## src/rtl/sub_pkg.sv

```systemverilog
// Shared state encoding for the bit-serial subtractor, matching the sequential_adder
// encoding so both blocks decode state the same way.
package sub_pkg;
  localparam logic [1:0] S_IDLE = 2'b00;
  localparam logic [1:0] S_CALC = 2'b01;
  localparam logic [1:0] S_DONE = 2'b10;
endpackage

```

## src/rtl/full_subtractor.sv

```systemverilog
// One-bit full subtractor cell: d = a - b - bin, with borrow out.
module full_subtractor (
  input  logic a,
  input  logic b,
  input  logic bin,
  output logic d,
  output logic bout
);
  assign d    = a ^ b ^ bin;
  assign bout = (~a & b) | (~(a ^ b) & bin);
endmodule

```

## src/rtl/sequential_subtractor.sv

```systemverilog
// Bit-serial a - b, LSB first, one bit per clock through a single full_subtractor cell.
// Results and flags update only on the edge that enters DONE.
module sequential_subtractor
  import sub_pkg::*;
#(
  parameter int WIDTH = 16,
  parameter int CNT_W = 5
) (
  input  logic             clk,
  input  logic             reset,
  input  logic             start,
  input  logic [WIDTH-1:0] a,
  input  logic [WIDTH-1:0] b,
  output logic [WIDTH-1:0] diff,
  output logic             borrow,
  output logic             overflow,
  output logic             busy,
  output logic             done
);

  logic [1:0]       state;
  logic [CNT_W-1:0] cnt;
  logic             br;
  logic [WIDTH-1:0] a_sh;
  logic [WIDTH-1:0] b_sh;
  logic [WIDTH-1:0] res;
  logic             a_msb;
  logic             b_msb;
  logic             d_bit;
  logic             br_nxt;
  logic [WIDTH-1:0] res_nxt;

  full_subtractor u_cell (
    .a    (a_sh[0]),
    .b    (b_sh[0]),
    .bin  (br),
    .d    (d_bit),
    .bout (br_nxt)
  );

  // The final bit enters from the MSB side, so res_nxt is the complete result on the last cycle.
  assign res_nxt = {d_bit, res[WIDTH-1:1]};

  assign busy = (state == S_CALC) || (state == S_DONE);
  assign done = (state == S_DONE);

  always_ff @(posedge clk or posedge reset) begin
    if (reset) begin
      state    <= S_IDLE;
      cnt      <= '0;
      br       <= 1'b0;
      a_sh     <= '0;
      b_sh     <= '0;
      res      <= '0;
      a_msb    <= 1'b0;
      b_msb    <= 1'b0;
      diff     <= '0;
      borrow   <= 1'b0;
      overflow <= 1'b0;
    end else begin
      case (state)
        S_IDLE: begin
          if (start) begin
            a_sh  <= a;
            b_sh  <= b;
            a_msb <= a[WIDTH-1];
            b_msb <= b[WIDTH-1];
            cnt   <= '0;
            br    <= 1'b0;
            state <= S_CALC;
          end
        end
        S_CALC: begin
          res  <= res_nxt;
          a_sh <= a_sh >> 1;
          b_sh <= b_sh >> 1;
          br   <= br_nxt;
          if (cnt == CNT_W'(WIDTH - 1)) begin
            // Counter parks at zero rather than stepping past WIDTH-1.
            cnt      <= '0;
            diff     <= res_nxt;
            borrow   <= br_nxt;
            overflow <= (a_msb != b_msb) && (d_bit != a_msb);
            state    <= S_DONE;
          end else begin
            cnt <= cnt + 1'b1;
          end
        end
        S_DONE:  state <= S_IDLE;
        default: state <= S_IDLE;
      endcase
    end
  end

endmodule

```

## config.mk

```make
export PLATFORM = sky130hd
export DESIGN_NAME = sequential_subtractor
export DESIGN_NICKNAME = d
export VERILOG_FILES = /design/src/rtl/sub_pkg.sv /design/src/rtl/full_subtractor.sv /design/src/rtl/sequential_subtractor.sv
export SDC_FILE = /design/constraint.sdc
export NUM_CORES = 1
export LEC_CHECK = 0
export CORE_MARGIN = 3
export CORE_UTILIZATION = 48
export CTS_BUF_LIST = sky130_fd_sc_hd__clkbuf_8 sky130_fd_sc_hd__clkbuf_16
export DETAILED_ROUTE_END_ITERATION = 16
export GPL_TIMING_DRIVEN = 1
export PLACE_DENSITY = 0.76
export SKIP_LAST_GASP = 1
export SYNTH_ARGS = -nofsm -noshare
export SYNTH_HDL_FRONTEND = slang
export SYNTH_SLANG_ARGS = --single-unit
```

## constraint.sdc

```tcl
create_clock -name clk -period 2.5 [get_ports clk]
set_clock_uncertainty 0.05 [all_clocks]
set_input_delay 0.625 -clock clk [delete_from_list [all_inputs] [get_ports clk]]
set_output_delay 0.625 -clock clk [all_outputs]
set_load 0.005 [all_outputs]
```

Yosys cells after proc, flatten, opt, wreduce, memory -nomap -nowiden

Index checks and enable logic that the tools add are counted.

Register bits: 76
Output and inout port bits: 20

Add/subtract/negate cells: 1
Equal/unequal tests: 7
Muxes and demuxes: 12
Bitwise gates (word level): 7
Reduce and logical (&&, ||, !) cells: 8

Operators with widths:

| kind                                                                     | count |
|---|---|
| 16-bit one-hot mux with 2 select lines                                   | 2 |
| 16-bit two-way mux                                                       | 2 |
| 5-bit two-way mux                                                        | 2 |
| 5-bit one-hot mux with 2 select lines                                    | 1 |
| 2-bit AND reduction                                                      | 4 |
| 5-bit by 1-bit adder with 5-bit output (second input constant)           | 1 |
| 5-bit by 4-bit == test with 1-bit output (second input constant)         | 1 |
| 2-bit two-way mux                                                        | 2 |
| 2-bit one-hot mux with 2 select lines                                    | 1 |
| 1-bit AND                                                                | 2 |
| 2-bit by 1-bit == test with 1-bit output (second input constant)         | 1 |
| 2-bit == test (second input constant)                                    | 1 |
| 2-bit logical NOT                                                        | 1 |
| 1-bit inequality test                                                    | 2 |
| 2-bit by 1-bit inequality test with 1-bit output (second input constant) | 1 |
| 2-bit inequality test (second input constant)                            | 1 |
| 1-bit NOT                                                                | 2 |
| 1-bit one-hot mux with 2 select lines                                    | 1 |
| 2-bit nonzero test                                                       | 1 |
| 1-bit XOR                                                                | 2 |
| 1-bit logical AND                                                        | 1 |
| 1-bit logical OR                                                         | 1 |
| 1-bit two-way mux                                                        | 1 |
| 1-bit bitwise OR                                                         | 1 |

Longest topological paths before layout

Gate-level depths: netlist of the first run.

Depth after elaboration: 5
Mapped depth: 7

By module

From an unflattened synthesis of the first run, not the netlist that was laid out.

Cell total of the unflattened synthesis: 267
Area, all modules: 3306.9 µm²

Modules (own cells, without submodules):

| module                | times used | cells an instance | area an instance (µm²) | sequential area each (µm²) |
|---|---|---|---|---|
| sequential_subtractor | 1          | 263               | 3275.6                 | 1876.8 |
| full_subtractor       | 1          | 4                 | 31.3                   | 0.0 |

Least setup slack after synthesis of the first run

Ideal clock, no wire load.

Path kind: register -> register
Start: register state[1]
End: register diff[10]
Library setup time: 0.125 ns
Arrival time: 1.593 ns
Required time: 2.325 ns
Setup slack: 0.733 ns
Cell stages (with the launch flop): 8
Buffers on the path: 2
Clock period less this slack: 1.767 ns
Cell sequence: dfrtp_1 -> inv_1 -> ha_1 -> buf_4 -> inv_2 -> nor3_1 -> buf_2 -> mux2_2

Longest elaborated chain between the ends: 2

RTL lines:

| item                                     | line                        | source |
|---|---|---|
| start: declaration                       | sequential_subtractor.sv:21 | `logic [1:0] state;` |
| start signal: assignment                 | sequential_subtractor.sv:49 | `state <= S_IDLE;` |
| start signal: assignment                 | sequential_subtractor.sv:70 | `state <= S_CALC;` |
| start signal: assignment                 | sequential_subtractor.sv:84 | `state <= S_DONE;` |
| 2-bit by 1-bit == test with 1-bit output | sequential_subtractor.sv:61 | `case (state)` |
| 2-bit AND reduction (no source line)     | --                          |  |
| end signal: assignment                   | sequential_subtractor.sv:81 | `diff <= res_nxt;` |
| end: declaration                         | sequential_subtractor.sv:14 | `output logic [WIDTH-1:0] diff,` |

No other way between the ends.
A chain may end at the register's enable or synchronous reset.

Worst setup path in the final report of the first run

Start: register state[0]
End: output busy

Longest elaborated chain between the ends: 2
Elaborated cells on any way between the ends: 3

RTL lines:

| item                                                                      | line                        | source |
|---|---|---|
| 2-bit by 1-bit == test with 1-bit output or 2-bit == test (tied branches) | sequential_subtractor.sv:44 | `assign busy = (state == S_CALC) \|\| (state == S_DONE);` |
| 1-bit logical OR (*)                                                      | sequential_subtractor.sv:44 |  |
| end: declaration                                                          | sequential_subtractor.sv:17 | `output logic busy,` |

Mark *: on every way between the ends. The rest lies on a longest branch, timed or not.

==> parameters.txt, run 1 <==
Parameter                              Value

Outcome
  Run status ... completed

STA
  Final setup violation count ... 0
  Worst slew margin relative to its limit ... 0.643
  Final Hold Vio Count ... 0
  Tmin final ... 2.24 ns
  Number of slew-limit violations in the final report ... 0
  Hold WS ... 0.428 ns
  Portion of the clock cycle consumed by the worst path in the final layout ... 0.895
  Setup_tns ... 0 ns
  Setup WS post-layout ... 0.262 ns
  Unrepaired setup endpoints after global routing ... no
  Slew of the pin with the lowest slew margin ... 0.535 ns
  Peak clock frequency supported by timing ... 447 MHz

Placement
  Detailed placer's ending HPWL ... 3860 microns
  Number of cells after detailed placement ... 390
  Routability Congestion ... 0.760
  IO buf count ... 54
  Dpl ws ... 0.354 ns

Critical path
  Cell-by-cell trace of the critical path ... inv_1, ha_1, clkdlybuf4s50_1
  Reg-to-Reg Start ... state[1]
  Top delay family on crit path ... buffers and inverters
  CP Launch Type ... flop
  Highest fanout seen on the critical path ... 3
  Reg-to-reg critical path endpoint ... diff[14]
  Count of buffering cells on the critical path with inverters included ... 2
  R2r worst-path depth ... 5
  Kind of capture point of the worst setup path ... output pin
  Crit-path slowest cell ... clkdlybuf4s50_1
  Register-to-register path setup slack ... 0.56 ns
  Critical Path Max Stage Delay ... 0.49 ns
  Worst EP arrival ... 1.56 ns
  Classification of the worst setup path ... reg -> out
  Worst endpoint required time ... 1.82 ns

Global route
  Largest net degree at the start of global routing ... 76
  Number of global-route vias before repair ... 2148
  GR Overflow Total ... 0
  Initial antenna violation count ... 0
  All-Layer GR Usage ... 0.162
  Wire length of the first global-routing pass ... 9650 microns

Cells and area
  Final net count ... 364
  Leading cell type in the layout, fill and taps excluded ... dfrtp_1
  Count of antenna diodes in the layout ... 0
  Util after Layout ... 0.635
  Ratio of cells with drive above 1 in the final layout ... 0.171
  Highest-count cells in the layout ignoring fill and taps ... 75 x dfrtp_1, 54 x clkdlybuf4s50_1, 38 x nand2_1
  Final std cells w/o fill ... 405
  Area growth from synthesis to layout ... 25.5%

Floorplanning
  Die Wd ... 88.5 microns
  Std-Cell Rows ... 29
  Die ar. ... 0.00783 sq mm
  Area of the placeable core ... 0.00646 sq mm
  Initial standard-cell utilization of the core ... 0.506
  Top-level I/O count ... 55
  Die boundary height ... 88.5 microns

Drt
  Drc violations ... 0
  Number of vias per cell ... 5.18
  Routed wire length ... 5680 microns
  Via count ... 2097
  Pre-antenna DRT Iters ... 4
  Iter 0 DRT Violations ... 95
  Post-DRT Antenna Nets ... 0
  Routed WL per cell ... 14.0 microns

Run
  Count of maximum capacitance violations ... 0

Hold path
  Cell depth of the worst hold path ... 2
  Hold crit path type ... reg -> reg
  Startpoint of the lowest-slack hold path ... br
  Terminating pin of the worst hold path ... br

Power
  Portion of total power attributed to combinational logic ... 0.337
  Clock power share ... 0.213
  Power spent charging and discharging nets ... 0.00139 W
  Power density over the cells ... 1040 mW/mm^2
  Leakage ... 1.91 nW
  Part of the power in registers ... 0.450
  Worst ir drop on vdd ... 0.460 mV
  Int Power ... 0.00287 W
  Net switching share of the total power ... 0.326

Synth
  Flops & latches, synth ... 75
  Area share of the largest cell type after synthesis ... 0.574
  Mean instance size in the synthesized netlist ... 12.1 sq um
  Count of unique library cells instantiated by Yosys ... 31
  Combined area of all synthesized cells ... 0.00327 sq mm
  Sequential area share after synthesis ... 0.574
  Yosys synthesis warning count ... 0
  Cells after synthesis ... 269
  Most area-consuming cells after synthesis ... dfrtp_1 57%, mux2i_1 9.8%, mux2_2 8.6%, o21ai_0 5.4%, nand2_1 4.4%
  Cell accounting for the most synthesized area ... dfrtp_1
  Synthesized netlist net count ... 309

Clocking
  Clk Latency, worst-skew pair ... 0.34 ns
  Number of buffers added to fix hold violations after cts ... 0
  Number of clock sinks ... 75
  CTS tree ... done
  Cells resized by post-CTS repair ... 0
  Clock edge transition at the registers on the reported setup and hold paths ... 0.07 ns
  Post-CTS setup repair buffer count ... 0
  Total number of H-tree levels ... 3
  Maximum number of buffers from clock root to sink ... 2
  Cts bufs inserted ... 9
  Root buf cell ... clkbuf_8
==> final cells by class <==
type,instances,area [sq um]
fillers,509,2360
flip-flops and latches,75,1880
multi-input cells,171,1300
repair buffers,59,603
clock buffers,11,151
well taps,77,96.3
clock inverters,4,42.5
inverters,8,33.8
==> routing by layer <==
layer,vias to the layer above,track usage,wire [microns]
li1,1036,-,-
met1,1005,0.205,2580
met2,47,0.266,2750
met3,9,0.0307,264
met4,0,0.0838,80
met5,-,0,0
==> cell families after synthesis <==
group	synth area share
AO/OA/AOI/OAI	0.0835
adder cells (fa/ha/maj)	0.0214
buffers and inverters	0.0329
flip-flops	0.574
multiplexers	0.216
AND/OR/NAND/NOR	0.0716
==> registers in the layout, indices dropped and copies added (netlist names) <==
name and cells:
a_msb 1, a_sh 16, b_msb 1, b_sh 16
borrow 1, br 1, cnt 5, diff 16
overflow 1, res 15, state 2
==> power by group through the flow <==
| stage | logic (W) | registers [W] | clock network [W] |
|---|---|---|---|
| 3_5_place_dp | 0.00146 | 0.00193 | 0 |
| 5_1_grt | 0.00164 | 0.00197 | 0.000977 |
| 2_1_floorplan | 0.00116 | 0.00184 | 0 |
| 4_1_cts | 0.00147 | 0.00191 | 0.000930 |
| 3_3_place_gp | 0.00140 | 0.00192 | 0 |
| 6_report | 0.00143 | 0.00191 | 0.000905 |
==> worst min-delay path, stage by stage (launching register included) <==
cell and delay [ns]:
dfrtp_1 0.35, nand2_1 0.05, o31ai_1 0.05
==> synth_stat cells <==
master    count
mux2_2       25
o31ai_1       1
nand4b_1      1
dfrtp_1      75
o21ai_0      35
a31o_2        1
o22ai_1       2
nand2b_1      3
nor2b_1       2
buf_6         1
or3_1         1
or2_2         1
nor3_1        1
nand2_1      38
and3_1        2
a21o_1        3
a21boi_0      1
clkbuf_1      5
inv_1         7
a21oi_1       4
inv_2         1
mux2i_1      32
buf_2         8
nor4_1        1
o2bb2a_1      1
a22o_1        1
fa_1          1
mux2_4        7
buf_4         1
ha_1          4
nand3_1       3
==> stage by stage <==
step	total power [W]	area (sq um)
finish	0.00425	4100
floorplan	0.00300	3270
global route	0.00458	4100
CTS	0.00431	4100
detailed placement	0.00340	3910
global placement	0.00331	3910
==> how the worst max path moves through the flow <==
| stage | startpoint | endpoint | slack (ns) | cells past startpoint |
|---|---|---|---|---|
| after detailed placement | start | b_sh[0] | 0.35 | 4 |
| final | state[0] | busy | 0.26 | 3 |
| after global routing | state[0] | busy | 0.20 | 3 |
| after CTS | state[0] | busy | 0.24 | 3 |
| after floorplan | state[1] | diff[10] | 0.73 | 7 |
| after global placement | start | a_sh[7] | 0.41 | 4 |
Note: power is estimated with default switching activity, not from simulation.
==> run 2: changes to the inputs <==
- CORE_UTILIZATION: 48 -> 51
- PLACE_DENSITY: 0.76 -> 0.77
- SLEW_MARGIN: default -> 20
- clock period: 2.5 -> 2.8 ns (I/O delays scaled with it)
==> run 2 against run 1 <==
Compared with the run above:
- worst hold slack better by 0.0064 ns
- global-route usage rose by 0.83 points
- critical endpoint unchanged
- final area is 0.46% lower
- worst setup slack improved by 0.22 ns
- largest cell class unchanged
- register-to-register slack about the same
- sequential power down 10%
==> parameters.txt, run 2 (synthesized netlist as in run 1, its figures left out) <==
Parameter                              Value

STA
  Slew of the pin with the lowest slew margin ... 0.725 ns
  Final Hold Vio Count ... 0
  Unrepaired setup endpoints after global routing ... no
  Setup_tns ... 0 ns
  Tmin final ... 2.32 ns
  Number of slew-limit violations in the final report ... 0
  Final setup violation count ... 0
  Portion of the clock cycle consumed by the worst path in the final layout ... 0.828
  Worst slew margin relative to its limit ... 0.506
  Peak clock frequency supported by timing ... 431 MHz

Floorplanning
  Die ar. ... 0.00740 sq mm
  Die Wd ... 86.1 microns
  Top-level I/O count ... 55
  Std-Cell Rows ... 28
  Die boundary height ... 86.1 microns
  Area of the placeable core ... 0.00606 sq mm
  Initial standard-cell utilization of the core ... 0.539

Global route
  All-Layer GR Usage ... 0.171
  Number of global-route vias before repair ... 2110
  GR Overflow Total ... 0
  Largest net degree at the start of global routing ... 76
  Initial antenna violation count ... 0
  Wire length of the first global-routing pass ... 9710 microns

Cells and area
  Number of fill cells in the layout ... 458
  Top flop regs ... a_sh (16), b_sh (16), diff (16)
  Leading cell type in the layout, fill and taps excluded ... dfrtp_1
  Count of antenna diodes in the layout ... 0
  Final net count ... 365
  Footprint of the flip-flops and latches ... 0.00188 sq mm
  Ratio of cells with drive above 1 in the final layout ... 0.176
  Area growth from synthesis to layout ... 25.0%
  Util after Layout ... 0.674
  Highest-count cells in the layout ignoring fill and taps ... 75 x dfrtp_1, 54 x clkdlybuf4s50_1, 38 x nand2_1
  Multi-input logic area ... 0.00130 sq mm

Clocking
  Clk Latency, worst-skew pair ... 0.34 ns
  Cts bufs inserted ... 9
  Clock edge transition at the registers on the reported setup and hold paths ... 0.07 ns
  Cells resized by post-CTS repair ... 0
  Post-CTS setup repair buffer count ... 0
  Root buf cell ... clkbuf_8
  Number of buffers added to fix hold violations after cts ... 0
  CTS tree ... done
  Maximum number of buffers from clock root to sink ... 2
  Number of clock sinks ... 75
  Total number of H-tree levels ... 3

Drt
  Drc violations ... 0
  Post-DRT Antenna Nets ... 0
  Routed WL per cell ... 13.9 microns
  Routed wire length ... 5640 microns
  Pre-antenna DRT Iters ... 4
  Number of vias per cell ... 5.26
  Via count ... 2132
  Iter 0 DRT Violations ... 106

Critical path
  Critical Path Max Stage Delay ... 0.50 ns
  Reg-to-Reg Start ... state[1]
  Cell-by-cell trace of the critical path ... inv_1, ha_1, clkdlybuf4s50_1
  Worst EP arrival ... 1.57 ns
  Worst setup path start ... state[0]
  Crit-path slowest cell ... clkdlybuf4s50_1
  Reg-to-reg critical path endpoint ... a_sh[4]
  R2r worst-path depth ... 5
  Register-to-register path setup slack ... 0.57 ns
  Classification of the worst setup path ... reg -> out
  Kind of capture point of the worst setup path ... output pin
  Worst endpoint required time ... 2.05 ns
  Critical path capture point ... busy
  CP Launch Type ... flop
  Highest fanout seen on the critical path ... 3

Power
  Worst ir drop on vdd ... 0.532 mV
  Leakage ... 1.91 nW
  Power density over the cells ... 919 mW/mm^2

Hold path
  Hold crit path type ... reg -> reg
  Cell depth of the worst hold path ... 2

Placement
  Detailed placer's ending HPWL ... 3900 microns
  Routability Congestion ... 0.710
  IO buf count ... 54

Outcome
  Run status ... completed

Run
  Count of maximum capacitance violations ... 0
==> run 2: worst max-delay path: cells and delay by family (launching register included) <==
| kind | cells | cell delay, ns |
|---|---|---|
| fa+ha+maj | 1 | 0.28 |
| flops | 1 | 0.37 |
| buf+inv | 2 | 0.57 |
==> run 2: area by class of cell <==
type / count / share of cell area
tap: 75 / 0.0230
clock inverter: 7 / 0.0150
inverter: 8 / 0.00766
clock buffer: 9 / 0.0303
sequential: 75 / 0.460
timing repair buffer: 60 / 0.146
multi-input combinational: 171 / 0.318
==> run 2: report_power, final <==
part,internal [W],total [W],switching (W)
sequential,0.00147,0.00171,0.000239
clock,0.000402,0.000775,0.000373
combinational,0.000634,0.00127,0.000639
==> run 2: through the flow <==
stage                     hold slack (ns)  setup WS, ns  instance area, sq um  power, W  std cells
after floorplan                     0.399         0.140                  3270   0.00268        269
after global placement              0.411         0.285                  3900   0.00295        389
after detailed placement            0.421         0.207                  3900   0.00302        389
after CTS                           0.437         0.456                  4080   0.00380        405
after global routing                0.467         0.375                  4080   0.00404        405
final                               0.434         0.482                  4080   0.00375        405
==> run 2: routing by layer <==
layer  routed length [microns]  GRT usage
met1                      2500      0.220
met2                      2760      0.266
met3                       298     0.0519
met4                        78     0.0763
met5                         0          0
==> run 2: how the worst min path moves through the flow <==
stage              from  endpoint
2_1_floorplan        br        br
3_3_place_gp    a_sh[1]   a_sh[1]
3_5_place_dp   a_sh[13]  a_sh[13]
4_1_cts        a_sh[13]  a_sh[13]
5_1_grt        a_sh[13]  a_sh[13]
6_report        b_sh[0]   b_sh[0]
==> run 3: changes to the inputs <==
- CORE_UTILIZATION: 51 -> 48
- PLACE_DENSITY: 0.77 -> 0.76
- clock period: 2.8 -> 1.9 ns (I/O delays scaled with it)
==> run 3 against run 2 <==
Compared with the run above:
- first-iteration DRC count decreased by 17%
- worst setup slack got worse by 0.44 ns
- power increased by 53%
- critical path type is now reg -> reg
- core utilization decreased by 2.6 points
- clock power increased by 46%
- via count decreased by 0.84%
==> parameters.txt, run 3 (synthesized netlist as in run 1, its figures left out) <==
Parameter                              Value

Outcome
  Run status ... completed

Cells and area
  Highest-count cells in the layout ignoring fill and taps ... 75 x dfrtp_1, 52 x clkdlybuf4s50_1, 38 x nand2_1
  Count of antenna diodes in the layout ... 0
  Util after Layout ... 0.648
  Number of fill cells in the layout ... 524
  Ratio of cells with drive above 1 in the final layout ... 0.204
  Final net count ... 374
  Area growth from synthesis to layout ... 28.1%
  Leading cell type in the layout, fill and taps excluded ... dfrtp_1
  Top flop regs ... a_sh (16), b_sh (16), diff (16)
  Finished layout cell area ... 0.00419 sq mm

Floorplanning
  Area of the placeable core ... 0.00646 sq mm
  Initial standard-cell utilization of the core ... 0.506
  Top-level I/O count ... 55
  Std-Cell Rows ... 29
  Die Wd ... 88.5 microns
  Die ar. ... 0.00783 sq mm
  Die boundary height ... 88.5 microns

STA
  Number of slew-limit violations in the final report ... 0
  Portion of the clock cycle consumed by the worst path in the final layout ... 0.979
  Slew of the pin with the lowest slew margin ... 0.385 ns
  Final Hold Vio Count ... 0
  Peak clock frequency supported by timing ... 538 MHz
  Final setup violation count ... 0
  Hold WS ... 0.434 ns
  Worst slew margin relative to its limit ... 0.744
  Unrepaired setup endpoints after global routing ... yes
  Tmin final ... 1.86 ns

Clocking
  Number of buffers added to fix hold violations after cts ... 0
  Maximum number of buffers from clock root to sink ... 2
  Number of clock sinks ... 75
  Clock edge transition at the registers on the reported setup and hold paths ... 0.08 ns
  Root buf cell ... clkbuf_8
  Cts bufs inserted ... 9
  CTS tree ... done
  Clk Latency, worst-skew pair ... 0.34 ns
  Total number of H-tree levels ... 3

Placement
  Post-place instance area ... 0.00395 sq mm
  Detailed placer's ending HPWL ... 3940 microns
  IO buf count ... 54
  Routability Congestion ... 0.779

Global route
  Initial antenna violation count ... 0
  All-Layer GR Usage ... 0.164
  Largest net degree at the start of global routing ... 76
  GR Overflow Total ... 0
  Wire length of the first global-routing pass ... 9890 microns
  Number of global-route vias before repair ... 2204

Power
  Power density over the cells ... 1370 mW/mm^2
  Overall power consumption ... 0.00573 W
  Worst ir drop on vdd ... 0.657 mV
  Leakage ... 1.95 nW

Drt
  Pre-antenna DRT Iters ... 4
  Post-DRT Antenna Nets ... 0
  Routed wire length ... 5910 microns
  Via count ... 2114
  Iter 0 DRT Violations ... 88
  Number of vias per cell ... 5.08
  Routed WL per cell ... 14.2 microns
  Drc violations ... 0

Critical path
  Highest fanout seen on the critical path ... 8
  Worst endpoint required time ... 2.08 ns
  Worst EP arrival ... 2.04 ns
  Classification of the worst setup path ... reg -> reg
  CP Launch Type ... flop
  Kind of capture point of the worst setup path ... flop

Run
  Count of maximum capacitance violations ... 0

Hold path
  Hold crit path type ... reg -> reg
[run 3: cell types whose count changed in the layout (fill, tap and decap cells not counted), sizes merged]
cell / change
buf: +8
bufinv: -1
clkbuf: +1
clkdlybuf4s50: -2
clkinv: -3
clkinvlp: +3
dlygate4sd2: +2
inv: +1
[run 3: worst paths after layout]
path,startpoint,endpoint,slack (ns),depth (start not counted)
min in group asynchronous,reset,diff[11],0.53,3
setup reg to reg,state[1],diff[14],0.04,6
setup / recovery,state[1],diff[14],0.04,6
hold reg to reg,b_sh[10],b_sh[10],0.43,2
hold / removal,b_sh[10],b_sh[10],0.43,2
max in group asynchronous,reset,b_sh[10],0.97,3
[run 3: worst max-delay path, stage by stage (launching register included)]
cell and delay (ns):
dfrtp_1 0.39, inv_1 0.10, ha_2 0.27, inv_2 0.07
or3_1 0.36, buf_4 0.20, mux2_4 0.30
[run 3: repair_timing]
action / CTS / global route
setup endpoints to repair: 2 / 33
gates cloned: 0 / 1
pin swaps: 0 / 0
resized for setup: 2 / 1
buffers inserted: 1 / 2
[run 3: area by class of cell]
| cell class | instances | area [sq um] | area share |
|---|---|---|---|
| Sequential cell | 75 | 1880 | 0.448 |
| Clock buffer | 9 | 124 | 0.0296 |
| Timing Repair Buffer | 69 | 697 | 0.167 |
| Inverter | 8 | 33.8 | 0.00807 |
| Multi-Input combinational cell | 171 | 1300 | 0.310 |
| Clock inverter | 7 | 58.8 | 0.0141 |
| Tap cell | 77 | 96.3 | 0.0230 |
[run 3: stage by stage]
| stage | worst slack [ns] | TNS, ns | std cells |
|---|---|---|---|
| 3_5_place_dp | -0.00825 | -0.0192 | 396 |
| 3_3_place_gp | 0.0386 | 0 | 396 |
| 5_1_grt | -0.0420 | -0.264 | 416 |
| 2_1_floorplan | 0.133 | 0 | 269 |
| 6_report | 0.0407 | 0 | 416 |
| 4_1_cts | -0.00914 | -0.0123 | 413 |
[run 3: layer usage]
layer,track usage,up-vias,share of wire
li1,-,1058,-
met5,0,-,0
met1,0.220,1010,0.47
met3,0.0279,7,0.034
met2,0.259,39,0.48
met4,0.0783,0,0.013
[run 3: where the power goes]
group	total [W]	switching (W)	internal, W
sequential	0.00251	0.000345	0.00216
combinational	0.00210	0.00101	0.00109
clock	0.00113	0.000634	0.000492
total	0.00573	0.00199	0.00374
